<file path="config.mk">
export PLATFORM = sky130hd
export DESIGN_NAME = regfile_scanner
export DESIGN_NICKNAME = d
export VERILOG_FILES = /design/src/rtl/cpu_pkg.sv /design/src/rtl/regfile_scanner.sv
export SDC_FILE = /design/constraint.sdc
export NUM_CORES = 1
export LEC_CHECK = 0
export ABC_CLOCK_PERIOD_IN_PS = 2700
export CAP_MARGIN = 30
export CORE_ASPECT_RATIO = 2
export CORE_MARGIN = 3
export CORE_UTILIZATION = 35
export DETAILED_ROUTE_END_ITERATION = 6
export PLACE_DENSITY_LB_ADDON = 0.3
export SYNTH_ARGS = -nofsm -noshare
export SYNTH_HDL_FRONTEND = slang
export SYNTH_SLANG_ARGS = --single-unit
</file>
<file path="constraint.sdc">
create_clock -name clk -period 2.7 [get_ports clk]
set_input_delay 0.54 -clock clk [delete_from_list [all_inputs] [get_ports clk]]
set_output_delay 0.54 -clock clk [all_outputs]
set_load 0.05 [all_outputs]
</file>
<file path="src/rtl/cpu_pkg.sv">
// Shared CPU constants and the register-file scanner state encoding.
// The register file uses the same address and data widths.
package cpu_pkg;

    localparam int REG_ADDR_W = 5;
    localparam int REG_DATA_W = 32;
    localparam int NUM_REGS   = 32;

    typedef enum logic [2:0] {
        ST_IDLE    = 3'd0,
        ST_ISSUE   = 3'd1,
        ST_WAIT    = 3'd2,
        ST_PRESENT = 3'd3,
        ST_DONE    = 3'd4
    } scan_state_t;

endpackage

</file>
<file path="src/rtl/regfile_scanner.sv">
// Read-only register-file scanner: reads one register or sweeps a range and
// streams each index/data pair out on a valid/ready interface.
module regfile_scanner #(
    parameter int NUM_REGS     = cpu_pkg::NUM_REGS,
    parameter int ADDR_W       = cpu_pkg::REG_ADDR_W,
    parameter int DATA_W       = cpu_pkg::REG_DATA_W,
    parameter int READ_LATENCY = 1
) (
    input  logic              clk,
    input  logic              reset,
    input  logic              start,
    input  logic              single,
    input  logic [ADDR_W-1:0] start_idx,
    input  logic              abort,
    output logic [ADDR_W-1:0] rf_raddr,
    input  logic [DATA_W-1:0] rf_rdata,
    output logic              out_valid,
    input  logic              out_ready,
    output logic [ADDR_W-1:0] out_index,
    output logic [DATA_W-1:0] out_data,
    output logic              busy,
    output logic              done
);
    import cpu_pkg::*;

    localparam logic [ADDR_W-1:0] LAST_IDX = ADDR_W'(NUM_REGS - 1);
    localparam logic [1:0]        LAT_LOAD = 2'(READ_LATENCY - 1);

    scan_state_t       state, state_nxt;
    logic [ADDR_W-1:0] cur;
    logic              single_q;
    logic [1:0]        lat_cnt;
    logic              xfer;
    logic              last_beat;

    assign xfer = out_valid & out_ready;
    // Out-of-range start indices also land here, so they behave as a single read.
    assign last_beat = single_q || (cur >= LAST_IDX);

    always_ff @(posedge clk or posedge reset) begin
        if (reset) state <= ST_IDLE;
        else       state <= state_nxt;
    end

    always_comb begin
        state_nxt = state;
        unique case (state)
            ST_IDLE:    if (start) state_nxt = ST_ISSUE;
            ST_ISSUE:   state_nxt = abort ? ST_DONE : ST_WAIT;
            ST_WAIT: begin
                if (abort)               state_nxt = ST_DONE;
                else if (lat_cnt == 2'd0) state_nxt = ST_PRESENT;
            end
            // A transfer coinciding with abort still counts; both end in DONE.
            ST_PRESENT: begin
                if (abort || (xfer && last_beat)) state_nxt = ST_DONE;
                else if (xfer)                    state_nxt = ST_ISSUE;
            end
            ST_DONE:    state_nxt = ST_IDLE;
            default:    state_nxt = ST_IDLE;
        endcase
    end

    always_comb begin
        busy = (state != ST_IDLE);
        done = (state == ST_DONE);
    end

    always_ff @(posedge clk or posedge reset) begin
        if (reset) begin
            cur       <= '0;
            single_q  <= 1'b0;
            lat_cnt   <= 2'd0;
            rf_raddr  <= '0;
            out_valid <= 1'b0;
            out_index <= '0;
            out_data  <= '0;
        end else begin
            unique case (state)
                ST_IDLE: begin
                    if (start) begin
                        single_q <= single;
                        cur      <= start_idx;
                        rf_raddr <= start_idx;
                    end
                end
                ST_ISSUE: lat_cnt <= LAT_LOAD;
                ST_WAIT: begin
                    if (!abort) begin
                        if (lat_cnt == 2'd0) begin
                            out_data  <= rf_rdata;
                            out_index <= cur;
                            out_valid <= 1'b1;
                        end else begin
                            lat_cnt <= lat_cnt - 2'd1;
                        end
                    end
                end
                ST_PRESENT: begin
                    if (xfer || abort) out_valid <= 1'b0;
                    if (xfer && !abort && !last_beat) begin
                        cur      <= cur + 1'b1;
                        rf_raddr <= cur + 1'b1;
                    end
                end
                default: ;
            endcase
        end
    end

endmodule
</file>
==> flow_summary.toml <==
[run_status]
outcome = "finished, final reports clean"

[worst_setup_path]
crit_chain = "nor3_1 > inv_1 > clkdlybuf4s50_1"
crit_required_ps = 2160
critPathArrivalTime_ps = 1950
cpPeakStageDelay_ps = 700
cp_slowest_cell = "clkdlybuf4s50_1"
endpoint_kind = "output pin"
cp.buffers_inverters = 2
crit_fanout = 10
crit_family = "buffers and inverters"
path_class = "reg2out"
startpoint_type = "flip-flop"

[global_routing]
grt_pass1_vias = 1711
grt_overflow = 0
antenna_found_initial = 0
grt_max_degree = 39
grt.total_usage_pct = 16.0
grt_pass1_wl_um = 8340

[synthesis]
synth_nets = 200
synthCells = 154
synthArstFlopShare_pct = 100
ys_ff_latch = 49
postSynthAreaPerCell_um2 = 13.8
seq_area_frac_synth_pct = 57.9
yosysWarnings = 0
netlist_area_mm2 = 0.00212
synth_edf_count = 0
synth_cell_types = 32
synthTopCellsByArea = "dfrtp_1 (58%), mux2_2 (20%), a21oi_1 (2.4%)"
netlist_top_cells_count = "dfrtp_1 (49), mux2_2 (38), a21oi_1 (10)"
synth_most_common_cell = "dfrtp_1"
ys.flop_type = "dfrtp_1"
synth_top_cell_by_area = "dfrtp_1"
synth_top_area_share_pct = 57.9

[pwr]
cellLeakagePower_nw = 1.38
irDropWorstVdd_mv = 0.881
pwr_density_cell_mw_per_mm2 = 1490

[clocking]
cts-htree-levels = 2
clk_pin_slew_ps = 60
cts_setup_buffers = 0
cts_resized = 0
cts_tree = "yes"
numCtsBuffers = 5
hold_buffers = 0
clk_latency_ps = 280
clk_root_buffer_cell = "clkbuf_16"
clock_sinks = 49
cts.path.max_buffers = 2

[run]
cap_violations = 0

[sta]
max_slew.worst_pin.slew_ps = 716
max_freq_ghz = 0.402
slew_violations = 0
hold_viol_final = 0
relSlewSlack_pct = 52.2
finalCriticalPeriod_ps = 2490
rsz0062_at_grt = "no"
finalCritPeriodShare_pct = 92.2
finClkSkew_ps = 8.01
report.final.setup_viol = 0
finalWorstSetupSlack_ps = 210
setup_tns_ps = 0

[placement]
port_buffers = 87
placed_cell_area_mm2 = 0.00309
dp_hpwl_um = 3990
gp_congestion = 0.770
pre_cts_ws_ps = 447

[detailed_routing]
drt_iter0_markers = 53
dr.pass1.iters = 2
routed_wirelength_um = 5180
antenna_left = 0
wl_per_cell_um = 16.6
route.detailed.drc = 0
vias_per_cell = 5.11
num_vias = 1595

[floorplan]
coreArea_mm2 = 0.00581
std_cell_rows = 39
die_h_um = 116
dieWidth_um = 61.0
dieArea_mm2 = 0.00708
initial_utilization_pct = 36.5
io_pins = 88

[finish]
syn_to_final_growth_pct = 54.9
fill_cells = 511
fin_area_mm2 = 0.00328
n_antenna_cell = 0
layout-drive-gt1-share_pct = 25.9
nets = 296

[min_path]
hp-class = "reg2reg"
power breakdown:
part | internal (W) | leakage, nW | total (W) | switching [W]
Sequential | 0.00109 | 0.590 | 0.00132 | 0.000229
Clock | 0.000529 | 0.0938 | 0.000788 | 0.000260
Combinational | 0.00105 | 0.699 | 0.00277 | 0.00172
Total | 0.00267 | 1.38 | 0.00488 | 0.00221
through the flow:
stage	util, %	std cells	power (W)	hold slack [ps]
CTS	56.5	312	0.00494	507
detailed placement	53.2	304	0.00414	492
floorplan	-	154	0.00317	481
global route	56.5	312	0.00513	523
finish	56.5	312	0.00488	505
global placement	53.2	304	0.00409	487
flip-flops by register name, summed over array words and instances, names as in the netlist:
| name | count |
|---|---|
| out_index | 5 |
| state | 3 |
| cur | 5 |
| lat_cnt | 2 |
| out_data | 32 |
| out_valid | 1 |
| single_q | 1 |
routing by layer:
metal,vias to the layer above,global-route usage [%],share of wire [%]
li1,746,-,-
met3,8,4.46,5.2
met5,-,0,0
met4,0,5.64,1.6
met1,792,16.2,35
met2,49,29.7,59
placed cells by master, fill, tap and decap left out, types with 2 or more instances in the layout:
cell             count
clkbuf_16            5
o21a_1               2
inv_1                4
nand2_1              7
ha_1                 3
and3_1               2
clkdlybuf4s50_1     87
buf_4                7
mux2_2              38
mux2i_1              2
a21oi_1             10
nor2_1               6
o22a_2               2
nor3_1               3
dfrtp_1             49
o32ai_1              2
bufinv_16            2
logic make-up after synthesis:
logic type | count (synthesis) | synth area share, %
buffers and inverters | 11 | 3.13
flip-flops | 49 | 57.9
AO/OA/AOI/OAI | 24 | 9.04
AND/OR/NAND/NOR | 27 | 7.03
multiplexers | 40 | 21.1
adder cells (fa/ha/maj) | 3 | 1.77
final cells by class:
type	instances	area (um^2)	area share (%)
sequential	49	1230	37.4
tap	61	76.3	2.33
clock inverter	3	65.1	1.98
multi-input combinational	94	826	25.2
inverter	5	18.8	0.572
clock buffer	5	125	3.81
timing repair buffer	95	943	28.8
final timing paths:
check,startpoint,endpoint,slack [ps],cells after the start
worst min-delay path,out_data[19],out_data[19],500,1
worst max-delay path,state[0],busy,210,3
worst min register to register,out_data[19],out_data[19],500,1
min in group asynchronous,reset,out_data[2],690,2
max in group asynchronous,reset,out_data[28],1380,3
worst max register to register,cur[0],cur[1],510,7
(Power assumes the default switching activity.)
